## src/rtl/bram_threshold_engine.sv

```systemverilog
// In-place BRAM binarisation: 3 cycles/pixel (RD, CMP, WR), done one cycle after the last write; no backpressure.
// Optional THRESHOLD_COUNT_EN builds the above-threshold pixel counter; otherwise above_count is tied to 0.
module bram_threshold_engine #(
  parameter int ADDR_W   = 15,
  parameter int DATA_W   = 8,
  parameter int IMG_SIZE = 32768
) (
  input  logic              clk,
  input  logic              rst,
  input  logic              start,
  input  logic              abort,
  input  logic [DATA_W-1:0] threshold,
  output logic              busy,
  output logic              done,
  output logic              aborted,
  output logic [ADDR_W-1:0] bram_addr,
  output logic              bram_we,
  output logic [DATA_W-1:0] bram_data_in,
  input  logic [DATA_W-1:0] bram_data_out,
  output logic [ADDR_W:0]   above_count
);

  typedef enum logic [1:0] {IDLE, RD, CMP, WR} state_t;

  // idx is one bit wider than the address so IMG_SIZE == 2**ADDR_W cannot wrap.
  localparam logic [ADDR_W:0] LAST_IDX = (ADDR_W+1)'(IMG_SIZE - 1);

  state_t            state_q;
  logic [ADDR_W:0]   idx_q;
  logic [DATA_W-1:0] thr_q;
  logic [DATA_W-1:0] wdat_q;
  logic              busy_q;
  logic              done_q;
  logic              aborted_q;
  logic              we_q;
  logic              hit;

  assign hit = (bram_data_out >= thr_q);

  always_ff @(posedge clk or negedge rst) begin
    if (!rst) begin
      state_q   <= IDLE;
      idx_q     <= '0;
      thr_q     <= '0;
      wdat_q    <= '0;
      busy_q    <= 1'b0;
      done_q    <= 1'b0;
      aborted_q <= 1'b0;
      we_q      <= 1'b0;
    end else begin
      done_q    <= 1'b0;
      aborted_q <= 1'b0;
      we_q      <= 1'b0;
      if (state_q != IDLE && abort) begin
        // A write already on the bus this cycle completes; nothing follows it.
        state_q   <= IDLE;
        busy_q    <= 1'b0;
        aborted_q <= 1'b1;
      end else begin
        case (state_q)
          IDLE: begin
            if (start) begin
              thr_q   <= threshold;
              idx_q   <= '0;
              busy_q  <= 1'b1;
              state_q <= RD;
            end
          end
          RD: begin
            state_q <= CMP;
          end
          CMP: begin
            wdat_q  <= hit ? '1 : '0;
            we_q    <= 1'b1;
            state_q <= WR;
          end
          WR: begin
            if (idx_q == LAST_IDX) begin
              done_q  <= 1'b1;
              busy_q  <= 1'b0;
              state_q <= IDLE;
            end else begin
              idx_q   <= idx_q + 1'b1;
              state_q <= RD;
            end
          end
        endcase
      end
    end
  end

`ifdef THRESHOLD_COUNT_EN
  logic [ADDR_W:0] cnt_q;
  logic [ADDR_W:0] above_q;

  always_ff @(posedge clk or negedge rst) begin
    if (!rst) begin
      cnt_q   <= '0;
      above_q <= '0;
    end else begin
      if (state_q == IDLE && start) begin
        cnt_q <= '0;
      end else if (state_q == CMP && hit) begin
        cnt_q <= cnt_q + 1'b1;
      end
      if (state_q == WR && !abort && idx_q == LAST_IDX) begin
        above_q <= cnt_q;
      end
    end
  end

  assign above_count = above_q;
`else
  assign above_count = '0;
`endif

  assign busy         = busy_q;
  assign done         = done_q;
  assign aborted      = aborted_q;
  assign bram_addr    = idx_q[ADDR_W-1:0];
  assign bram_we      = we_q;
  assign bram_data_in = wdat_q;

endmodule

```

## config.mk

```make
export PLATFORM = sky130hd
export DESIGN_NAME = bram_threshold_engine
export DESIGN_NICKNAME = d
export VERILOG_FILES = /design/src/rtl/bram_threshold_engine.sv
export SDC_FILE = /design/constraint.sdc
export NUM_CORES = 1
export LEC_CHECK = 0
export BUFFER_PORTS_ARGS = -buffer_cell sky130_fd_sc_hd__buf_2
export CAP_MARGIN = 20
export CELL_PAD_IN_SITES_DETAIL_PLACEMENT = 0
export CELL_PAD_IN_SITES_GLOBAL_PLACEMENT = 2
export CORE_MARGIN = 2
export CORE_UTILIZATION = 28
export CTS_BUF_LIST = sky130_fd_sc_hd__clkbuf_8 sky130_fd_sc_hd__clkbuf_16
export CTS_CLUSTER_SIZE = 8
export DETAILED_ROUTE_END_ITERATION = 8
export PLACE_DENSITY = 0.74
export SETUP_SLACK_MARGIN = 0.5
export SYNTH_ARGS = -nofsm -noshare
export SYNTH_HDL_FRONTEND = slang
export SYNTH_SLANG_ARGS = --single-unit
```

## constraint.sdc

```tcl
create_clock -name clk -period 2.1 [get_ports clk]
set_clock_uncertainty 0.05 [all_clocks]
set_input_delay 0.105 -clock clk [delete_from_list [all_inputs] [get_ports clk]]
set_output_delay 0.105 -clock clk [all_outputs]
set_load 0.005 [all_outputs]
```

==> results.md, run 1 <==
* Clk buf depth at 2
* Initial antenna violation count at 0
* Worst Setup End Kind: flop
* Row cnt at 32
* CTS Root Buffer Type: clkbuf_8
* Highest clock rate at 523 MHz
* Worst slew margin at 51.2%
* Util after Layout at 38.3%
* Slowest cell on crit path: or4_1
* DP HPWL at 3890 um
* Finished Cell Area at 0.00294 sq mm
* Ant. Diodes at 0
* Top cell family by delay on the critical path: simple AND/OR/NAND/NOR gates
* Post-place instance area at 0.00252 sq mm
* Congestion Overflow GR at 0
* Clock transition at the registers of the reported paths at 0.06 ns
* Compound-gate portion of the synthesized area at 17.3%
* Clock Latency Late Sink at 0.29 ns
* Worst hold path class: input port to flop
* Post-Route WL at 5810 um
* Placer Congestion at 0.743
* Cell Area, Synth at 0.00221 sq mm
* Critical path class: flop to flop
* Clock Sinks at 31
* Crit path time final at 1.91 ns
* Least-Margin Pin Slew at 0.731 ns
* GRT Overall Usage at 13.9%
* Fillers at 818
* I/O Buffers at 46
* Ys async rst share at 100%
* Syn_area_per_cell at 9.11 sq um
* Area Growth Syn to Fin at 33.0%
* Endpoints failing setup at 0
* Final net count at 344
* Drt first pass iters at 4
* Proportion of layout cells with a drive suffix above 1 at 41.3%
* Ranking of synthesized cells by area: dfrtp_1 (35%), buf_4 (13%), ha_1 (7.3%), o21ai_0 (4.1%), nand2_1 (3.6%)
* Post-synth top area share at 35.0%
* Iter 0 DRT Violations at 89
* Drt drc at 0
* WL/cell at 14.0 um
* CP cell instances: inv_2 > ha_4 > or2_4 > a21o_4 > or4_1 > a21oi_1
* Initial core utilization at 28.8%
* Area of the core at 0.00769 sq mm
* Via Count at 1,959
* Number of CTS-inserted buffers at 5
* FF+latch area at 778 sq um
* First-pass GRT wire length at 9460 um
* CP arrival at 2.07 ns
* Post-Synthesis Cells at 243
* Die Y at 92.9 um
* P_leak at 1.40 nW
* Failing checks: hold timing
* Vias/cell at 4.73
* Required @ worst endpoint at 2.26 ns
* H-tree depth at 2
* Combinational family with the most area after synthesis: simple AND/OR/NAND/NOR gates
* Post-synthesis simple-gate area fraction at 19.5%
* Post-synth cell types at 47
* Status: complete, but fails checks
* Multi-input logic area at 0.00132 sq mm
* Sequential-to-total area share from yosys stat at 35.0%
* #FFs+latches synth at 31
* Post-DRT Antenna Nets at 0
* Setup TNS at 0 ns
* Tot Pwr at 2.87 mW
* XOR/XNOR Fraction of Synth Area at 0%
* Post-synth EDFFs at 0
* Worst Path Buf+Inv at 1
* Max Cap Violations at 0
* RSZ-0062 raised after global routing: yes
* Die area at 0.00863 sq mm
* Synth warn at 0
* Total I/O pin count at 63
* Die X at 92.9 um
* Tcrit/Tclk final at 91.1%
* Power per cell area at 976 mW/mm^2
* Hold WS at -0.000961 ns
* Peak supply drop at 295 uV
* Fin. max-slew vios at 0
* Post-synthesis mux area share at 3.67%
* CP peak stage delay at 0.53 ns
* CTS tree: built
* Synth Area in Adders at 7.35%
* Max FO, Critical Path at 6
* Vias in the first global route at 1,901
* CP Launch Type: flop
* Largest net degree at the start of global routing at 32
* Post-synth top area cell: dfrtp_1
* Primary FF master, synth: dfrtp_1
* Endpoints failing hold at 1
stage by stage:
stage / std cells / worst slack [ns] / hold WS, ns
3_5_place_dp: 384 / 0.0650 / 0.167
3_3_place_gp: 384 / 0.0950 / 0.162
2_1_floorplan: 258 / 0.201 / -0.241
6_report: 414 / 0.187 / -0.000961
5_1_grt: 414 / 0.131 / 0.00963
4_1_cts: 410 / 0.208 / 0.00422
layer usage:
layer	GRT usage [%]	share of wire [%]
met5	0	0
met4	5.39	1.3
met3	2.03	5.2
met2	22.5	47
met1	18.7	47
cell families after synthesis:
group / count (synthesis)
buffers and inverters: 60
AND/OR/NAND/NOR: 74
AO/OA/AOI/OAI: 56
flip-flops: 31
adder cells (fa/ha/maj): 13
other: 1
multiplexers: 8
final timing paths:
path / startpoint / endpoint / slack (ns) / cells after the start
setup / recovery: state_q[0]$_DFFE_PN0P_ / idx_q[13]$_DFFE_PN0P_ / 0.19 / 6
hold / removal: threshold[1] / thr_q[1]$_DFFE_PN0P_ / -0.001 / 3
setup reg to reg: state_q[0]$_DFFE_PN0P_ / idx_q[13]$_DFFE_PN0P_ / 0.19 / 6
hold reg to reg: thr_q[0]$_DFFE_PN0P_ / thr_q[0]$_DFFE_PN0P_ / 0.46 / 1
max in group asynchronous: rst / idx_q[6]$_DFFE_PN0P_ / 1.15 / 2
min in group asynchronous: rst / idx_q[7]$_DFFE_PN0P_ / 0.35 / 2
Yosys cell counts (3+ instances only):
cell	count
mux2i_1	7
and3_1	3
nor3_1	4
inv_1	16
nand3_1	8
o31ai_1	4
o211ai_1	4
nor4_1	3
and2_1	4
ha_1	13
nor2_1	4
dfrtp_1	31
nand2b_1	3
clkbuf_1	5
a31oi_1	4
a21oi_1	10
buf_4	38
nand4_1	5
o21ai_0	18
or2_1	5
nand2_1	21
or4_1	5
tightest hold or removal path: stages:
cell and delay, ns:
buf_2 0.08, nand2_1 0.03, o21ai_0 0.07
cells in the final DEF (no fill, tap or decap), drive strengths merged, types with 7 or more instances in the layout:
cell type	count
ha	13
conb	16
o21ai	18
a21oi	10
mux2i	7
or2	7
nand3	8
dfrtp	31
buf	82
inv	18
nand2	21
repair_timing:
item                                    4_1_cts  5_1_grt
pin swaps                                    13        8
resized for setup                            19       22
gates cloned                                  2        0
hold buffers                                  6        0
buffers inserted                             10        4
endpoints found under the setup margin       19       20
hold endpoints to repair                     36        0
power breakdown:
group	internal, mW	switching (mW)
Sequential	0.741	0.0760
Clock	0.223	0.228
Combinational	0.749	0.853
Total	1.71	1.16
state kept, by name (all words and copies together), names as in the netlist:
signal / count
aborted: 1
bram_data_in: 1
bram_we: 1
busy: 1
done: 1
idx_q: 16
state_q: 2
thr_q: 8
layout make-up:
type / instances / share of cell area, %
Clock buffer: 5 / 2.34
Multi-Input combinational cell: 169 / 44.7
Sequential cell: 31 / 26.4
Timing Repair Buffer: 88 / 19.7
Tap cell: 102 / 4.34
Inverter: 16 / 2.04
Clock inverter: 3 / 0.425
Note: power is estimated with default switching activity, not from simulation.
==> run 2: changes to the inputs <==
--- a/config.mk
+++ b/config.mk
@@ -14,7 +14,7 @@
 export CTS_BUF_LIST = sky130_fd_sc_hd__clkbuf_8 sky130_fd_sc_hd__clkbuf_16
 export CTS_CLUSTER_SIZE = 8
 export DETAILED_ROUTE_END_ITERATION = 8
-export PLACE_DENSITY = 0.74
+export PLACE_DENSITY = 0.82
 export SETUP_SLACK_MARGIN = 0.5
 export SYNTH_ARGS = -nofsm -noshare
 export SYNTH_HDL_FRONTEND = slang
==> constraint.sdc (replaced) <==
create_clock -name clk -period 2.1 [get_ports clk]
set_clock_uncertainty 0.05 [all_clocks]
set_input_delay 0.21 -clock clk [delete_from_list [all_inputs] [get_ports clk]]
set_output_delay 0.21 -clock clk [all_outputs]
set_load 0.005 [all_outputs]
==> results.md, run 2 (synthesis results as in run 1) <==
* Status: complete, no violations
* Post-Route WL at 5490 um (-5.5%)
* Endpoints failing hold at 0 (-1)
* Via Count at 1,922 (-1.9%)
* Worst hold path class: input port to flop
* Commonest non-fill, non-tap cell in the layout: buf_2
* Total I/O pin count at 63 (unchanged)
* CTS tree: built
* Ant. Diodes at 0 (unchanged)
* Die X at 92.9 um (unchanged)
* Tcrit/Tclk final at 91.2% (about the same)
* Clock Latency Late Sink at 0.29 ns (about the same)
* Drt first pass iters at 5 (+1)
* Peak supply drop at 327 uV (+11%)
* CP peak stage delay at 0.48 ns (-0.05 ns)
* Worst Path Buf+Inv at 1 (unchanged)
* Least-Margin Pin Slew at 0.709 ns (-0.0222 ns)
* Power per cell area at 1010 mW/mm^2 (+3.3%)
* CTS Root Buffer Type: clkbuf_8
* Critical path class: flop to flop
* Fin. max-slew vios at 0 (unchanged)
* Worst R2R Setup Slack at 0.19 ns (about the same)
* Met1 Usage GRT at 16.9% (-1.8 points)
* Area of the core at 0.00769 sq mm (unchanged)
* GRT Overall Usage at 13.0% (-0.90 points)
* Clk buf depth at 2 (unchanged)
* WP depth at 6 (unchanged)
* Number of CTS-inserted buffers at 5 (unchanged)
* Hold WS at 0.0885 ns (+0.0894 ns)
* Max reg flops at 16 (unchanged)
* Regs by FF count: idx_q x16, thr_q x8, state_q x2
* Required @ worst endpoint at 2.22 ns (-0.04 ns)
* Largest net degree at the start of global routing at 32 (unchanged)
* CP cell instances: inv_2 > ha_4 > or2_4 > a21o_4 > or4_4 > mux2i_1
* I/O Buffers at 46 (unchanged)
* Drt drc at 0 (unchanged)
* Congestion Overflow GR at 0 (unchanged)
* Max FO, Critical Path at 6 (unchanged)
* Post-DRT Antenna Nets at 0 (unchanged)
* Final net count at 336 (-2.3%)
* H-tree depth at 2 (unchanged)
* Endpoints failing setup at 0 (unchanged)
* Vias/cell at 4.73 (about the same)
* DP HPWL at 3760 um (-3.5%)
* Most frequent cells in the layout: buf_2 (46), buf_4 (31), dfrtp_1 (29)
* Vias in the first global route at 1,861 (-2.1%)
* First-pass GRT wire length at 8960 um (-5.2%)
* Die Y at 92.9 um (unchanged)
* Area Growth Syn to Fin at 28.2%
* Slowest cell on crit path: or4_4
* Most flops, register: idx_q
* Die area at 0.00863 sq mm (unchanged)
* RSZ-0062 raised after global routing: yes
* Worst slew margin at 52.7% (+1.5 points)
* CP Launch Type: flop
* WL/cell at 13.5 um (-3.6%)
* Initial core utilization at 28.8% (unchanged)
* Crit path time final at 1.91 ns (+0.00128 ns)
* Hold path cells at 3 (unchanged)
* Initial antenna violation count at 0 (unchanged)
* Clock Sinks at 31 (unchanged)
* Reg2Reg Depth at 6 (unchanged)
* Clock transition at the registers of the reported paths at 0.07 ns (about the same)
* P_leak at 1.39 nW (-0.73%)
* Iter 0 DRT Violations at 95 (+6.7%)
* Worst Setup End Kind: flop
* Row cnt at 32 (unchanged)
* Met3 usage at 2.85% (+0.81 points)
* Top cell family by delay on the critical path: simple AND/OR/NAND/NOR gates
* Highest clock rate at 522 MHz (about the same)
* Top Usage Layer GRT: met2
* Placer Congestion at 0.725 (-2.4%)
* Max Cap Violations at 0 (unchanged)
* Proportion of layout cells with a drive suffix above 1 at 38.8% (-2.5 points)
* CP arrival at 2.03 ns (-0.04 ns)
* Setup TNS at 0 ns (unchanged)
* GR met2 Demand/Resource at 21.3% (-1.2 points)
[run 2: cell types whose count changed in the layout (fill, tap and decap cells not counted), moves of 2 or more]
cell and delta:
nand3_2 -2, buf_6 -3, nand3_1 +2, dlygate4sd3_1 -5
[run 2: per-layer routing]
| layer | routed length [um] | up-vias |
|---|---|---|
| met2 | 2520 | 74 |
| met5 | 0 | - |
| met1 | 2460 | 891 |
| met4 | 116 | 0 |
| met3 | 396 | 11 |
| li1 | - | 946 |
[run 2: worst register-to-register path, delay by kind of cell, from the launching register on]
kind,cells,cell delay (ns)
multiplexers,1,0.13
AND/OR/NAND/NOR,2,0.73
adder cells (fa/ha/maj),1,0.17
flip-flops,1,0.38
AO/OA/AOI/OAI,1,0.25
buffers and inverters,1,0.08
[run 2: through the flow]
stage / cell area [sq um] / setup slack, ns / power [mW] / util [%] / instances
global route: 2840 / 0.123 / 3.11 / 36.9 / 406
finish: 2840 / 0.186 / 2.86 / 36.9 / 406
CTS: 2770 / 0.185 / 2.82 / 36.1 / 403
detailed placement: 2500 / 0.111 / 2.03 / 32.6 / 381
global placement: 2500 / 0.135 / 2.02 / 32.6 / 381
floorplan: 2320 / 0.201 / 1.74 / - / 258
[run 2: where the power goes]
part / leakage [nW] / total, mW / internal (mW) / switching (mW)
sequential: 0.406 / 0.818 / 0.741 / 0.0767
clock: 0.0612 / 0.619 / 0.384 / 0.235
combinational: 0.927 / 1.42 / 0.655 / 0.768
[run 2: what timing repair did]
action,in CTS,in global routing
endpoints found under the hold margin,31,0
resized for setup,12,9
hold buffers,1,0
setup endpoints to repair,18,19
cloned,2,0
pin swaps,12,6
buffers inserted,11,3
[run 2: path summary, 6_finish.rpt]
check	from	to
setup reg to reg	state_q[0]$_DFFE_PN0P_	idx_q[4]$_DFFE_PN0P_
max in group asynchronous	rst	idx_q[7]$_DFFE_PN0P_
hold / removal	threshold[1]	thr_q[1]$_DFFE_PN0P_
hold reg to reg	thr_q[0]$_DFFE_PN0P_	thr_q[0]$_DFFE_PN0P_
setup / recovery	state_q[0]$_DFFE_PN0P_	idx_q[4]$_DFFE_PN0P_
min in group asynchronous	rst	idx_q[8]$_DFFE_PN0P_
[run 2: cell type report]
type | count | area (sq um)
tap | 102 | 128
timing repair buffer | 80 | 495
inverter | 16 | 60.1
multi-input combinational | 169 | 1260
clock inverter | 2 | 35.0
sequential | 31 | 778
fill | 821 | 4850
clock buffer | 6 | 82.6
==> run 3: changes to the inputs <==
--- a/config.mk
+++ b/config.mk
@@ -14,6 +14,7 @@
 export CTS_BUF_LIST = sky130_fd_sc_hd__clkbuf_8 sky130_fd_sc_hd__clkbuf_16
 export CTS_CLUSTER_SIZE = 8
 export DETAILED_ROUTE_END_ITERATION = 8
+export MAX_ROUTING_LAYER = met4
 export PLACE_DENSITY = 0.82
 export SETUP_SLACK_MARGIN = 0.5
 export SYNTH_ARGS = -nofsm -noshare
==> results.md, run 3 (synthesis results as in run 1) <==
* Status: complete, no violations
* Max reg flops at 16 (unchanged)
* Multi-input logic area at 0.00126 sq mm (unchanged)
* Placed instance count at 381 (unchanged)
* First-pass GRT wire length at 8970 um (about the same)
* Largest net degree at the start of global routing at 32 (unchanged)
* Finished Cell Area at 0.00284 sq mm (unchanged)
* Ant. Diodes at 0 (unchanged)
* Endpoints failing hold at 0 (unchanged)
* Post-place instance area at 0.00250 sq mm (unchanged)
* P_leak at 1.39 nW (unchanged)
* Initial core utilization at 28.8% (unchanged)
* Commonest non-fill, non-tap cell in the layout: buf_2
* GRT Overall Usage at 13.4% (+0.39 points)
* Vias in the first global route at 1,859 (-0.11%)
* Critical path class: flop to flop
* Final std cells w/o fill at 406 (unchanged)
* Number of CTS-inserted buffers at 5 (unchanged)
* Most flops, register: idx_q
* Max Cap Violations at 0 (unchanged)
* Fin. max-slew vios at 0 (unchanged)
* Total I/O pin count at 63 (unchanged)
* Peak supply drop at 326 uV (-0.37%)
* Highest clock rate at 521 MHz (-0.25%)
* Required @ worst endpoint at 2.22 ns (about the same)
* Fillers at 821 (unchanged)
* Clock Latency Late Sink at 0.29 ns (about the same)
* Die Y at 92.9 um (unchanged)
* H-tree depth at 2 (unchanged)
* Final net count at 336 (unchanged)
* FF+latch area at 778 sq um (unchanged)
* Worst Setup End Kind: flop
* Worst hold path class: input port to flop
* Clk buf depth at 2 (unchanged)
* I/O Buffers at 46 (unchanged)
* DP HPWL at 3760 um (unchanged)
* CTS tree: built
* Vias/cell at 4.75 (+0.31%)
* Clock Sinks at 31 (unchanged)
* WL/cell at 13.6 um (+0.78%)
* Clock transition at the registers of the reported paths at 0.07 ns (about the same)
* Area Growth Syn to Fin at 28.2% (unchanged)
* Initial antenna violation count at 0 (unchanged)
* Via Count at 1,928 (+0.31%)
* Drt drc at 0 (unchanged)
* Post-Route WL at 5530 um (+0.78%)
* Die area at 0.00863 sq mm (unchanged)
* Max FO, Critical Path at 6 (unchanged)
* Iter 0 DRT Violations at 121 (+27%)
* Crit path time final at 1.92 ns (+0.00473 ns)
* Reg2Reg Depth at 6 (unchanged)
* CP Launch Type: flop
* Area of the core at 0.00769 sq mm (unchanged)
* Least-Margin Pin Slew at 0.710 ns (+0.00101 ns)
* Worst R2R Setup Slack at 0.18 ns (about the same)
* Regs by FF count: idx_q x16, thr_q x8, state_q x2
* Row cnt at 32 (unchanged)
* Hold path cells at 3 (unchanged)
* Die X at 92.9 um (unchanged)
* Most frequent cells in the layout: buf_2 (46), buf_4 (31), dfrtp_1 (29)
* Power per cell area at 1010 mW/mm^2 (about the same)
* Post-DRT Antenna Nets at 0 (unchanged)
* Placer Congestion at 0.734 (+1.2%)
* Tcrit/Tclk final at 91.4% (+0.23 points)
* RSZ-0062 raised after global routing: yes
* Worst slew margin at 52.7% (-0.067 points)
* Drt first pass iters at 4 (-1)
* Setup TNS at 0 ns (unchanged)
* CP arrival at 2.03 ns (about the same)
* Endpoints failing setup at 0 (unchanged)
* Proportion of layout cells with a drive suffix above 1 at 38.8% (unchanged)
* Congestion Overflow GR at 0 (unchanged)
* CTS Root Buffer Type: clkbuf_8
run 3: cell counts in the layout (fill, tap and decap cells not counted):
No cell type changed its count.
run 3: what timing repair did:
item | in CTS | in global routing
hold buffers | 1 | 0
buffers inserted | 11 | 3
setup endpoints to repair | 18 | 19
pin swaps | 12 | 6
hold endpoints to repair | 31 | 0
cloned | 2 | 0
resized for setup | 12 | 9
run 3: where the power goes:
group / switching (mW) / internal, mW / total (mW)
clock: 0.234 / 0.384 / 0.618
sequential: 0.0771 / 0.741 / 0.818
combinational: 0.771 / 0.655 / 1.43
run 3: area by class of cell:
type                    count  area share, %
multi-input cells         169           44.4
flip-flops and latches     31           27.4
repair buffers             80           17.5
well taps                 102           4.50
clock buffers               6           2.91
inverters                  16           2.12
clock inverters             2           1.23
run 3: path summary, 6_finish.rpt:
path	to	from
setup / recovery	idx_q[4]$_DFFE_PN0P_	state_q[0]$_DFFE_PN0P_
hold / removal	thr_q[1]$_DFFE_PN0P_	threshold[1]
setup reg to reg	idx_q[4]$_DFFE_PN0P_	state_q[0]$_DFFE_PN0P_
hold reg to reg	thr_q[0]$_DFFE_PN0P_	thr_q[0]$_DFFE_PN0P_
max in group asynchronous	idx_q[7]$_DFFE_PN0P_	rst
min in group asynchronous	idx_q[8]$_DFFE_PN0P_	rst
run 3: worst max-delay path, cell delays in order, from the launching register on:
cell and delay (ns):
dfrtp_1 0.39, inv_2 0.08, ha_4 0.17, or2_4 0.25
a21o_4 0.25, or4_4 0.48, mux2i_1 0.13
run 3: per-stage QoR:
| stage | worst slack, ns | hold WS, ns | utilization, % | power [mW] |
|---|---|---|---|---|
| 6_report | 0.181 | 0.0902 | 36.9 | 2.86 |
| 5_1_grt | 0.123 | 0.0975 | 36.9 | 3.11 |
| 4_1_cts | 0.185 | 0.0887 | 36.1 | 2.82 |
| 3_5_place_dp | 0.111 | 0.262 | 32.6 | 2.03 |
| 3_3_place_gp | 0.135 | 0.259 | 32.6 | 2.02 |
| 2_1_floorplan | 0.201 | -0.136 | - | 1.74 |
run 3: per-layer routing:
layer  up-vias  part of all wire (%)  GRT usage [%]
li1        950                     -              -
met1       901                    45           17.1
met2        71                    46           21.1
met3         6                   7.5           2.85
met4         0                   1.4           4.66
met5         -                     0              -
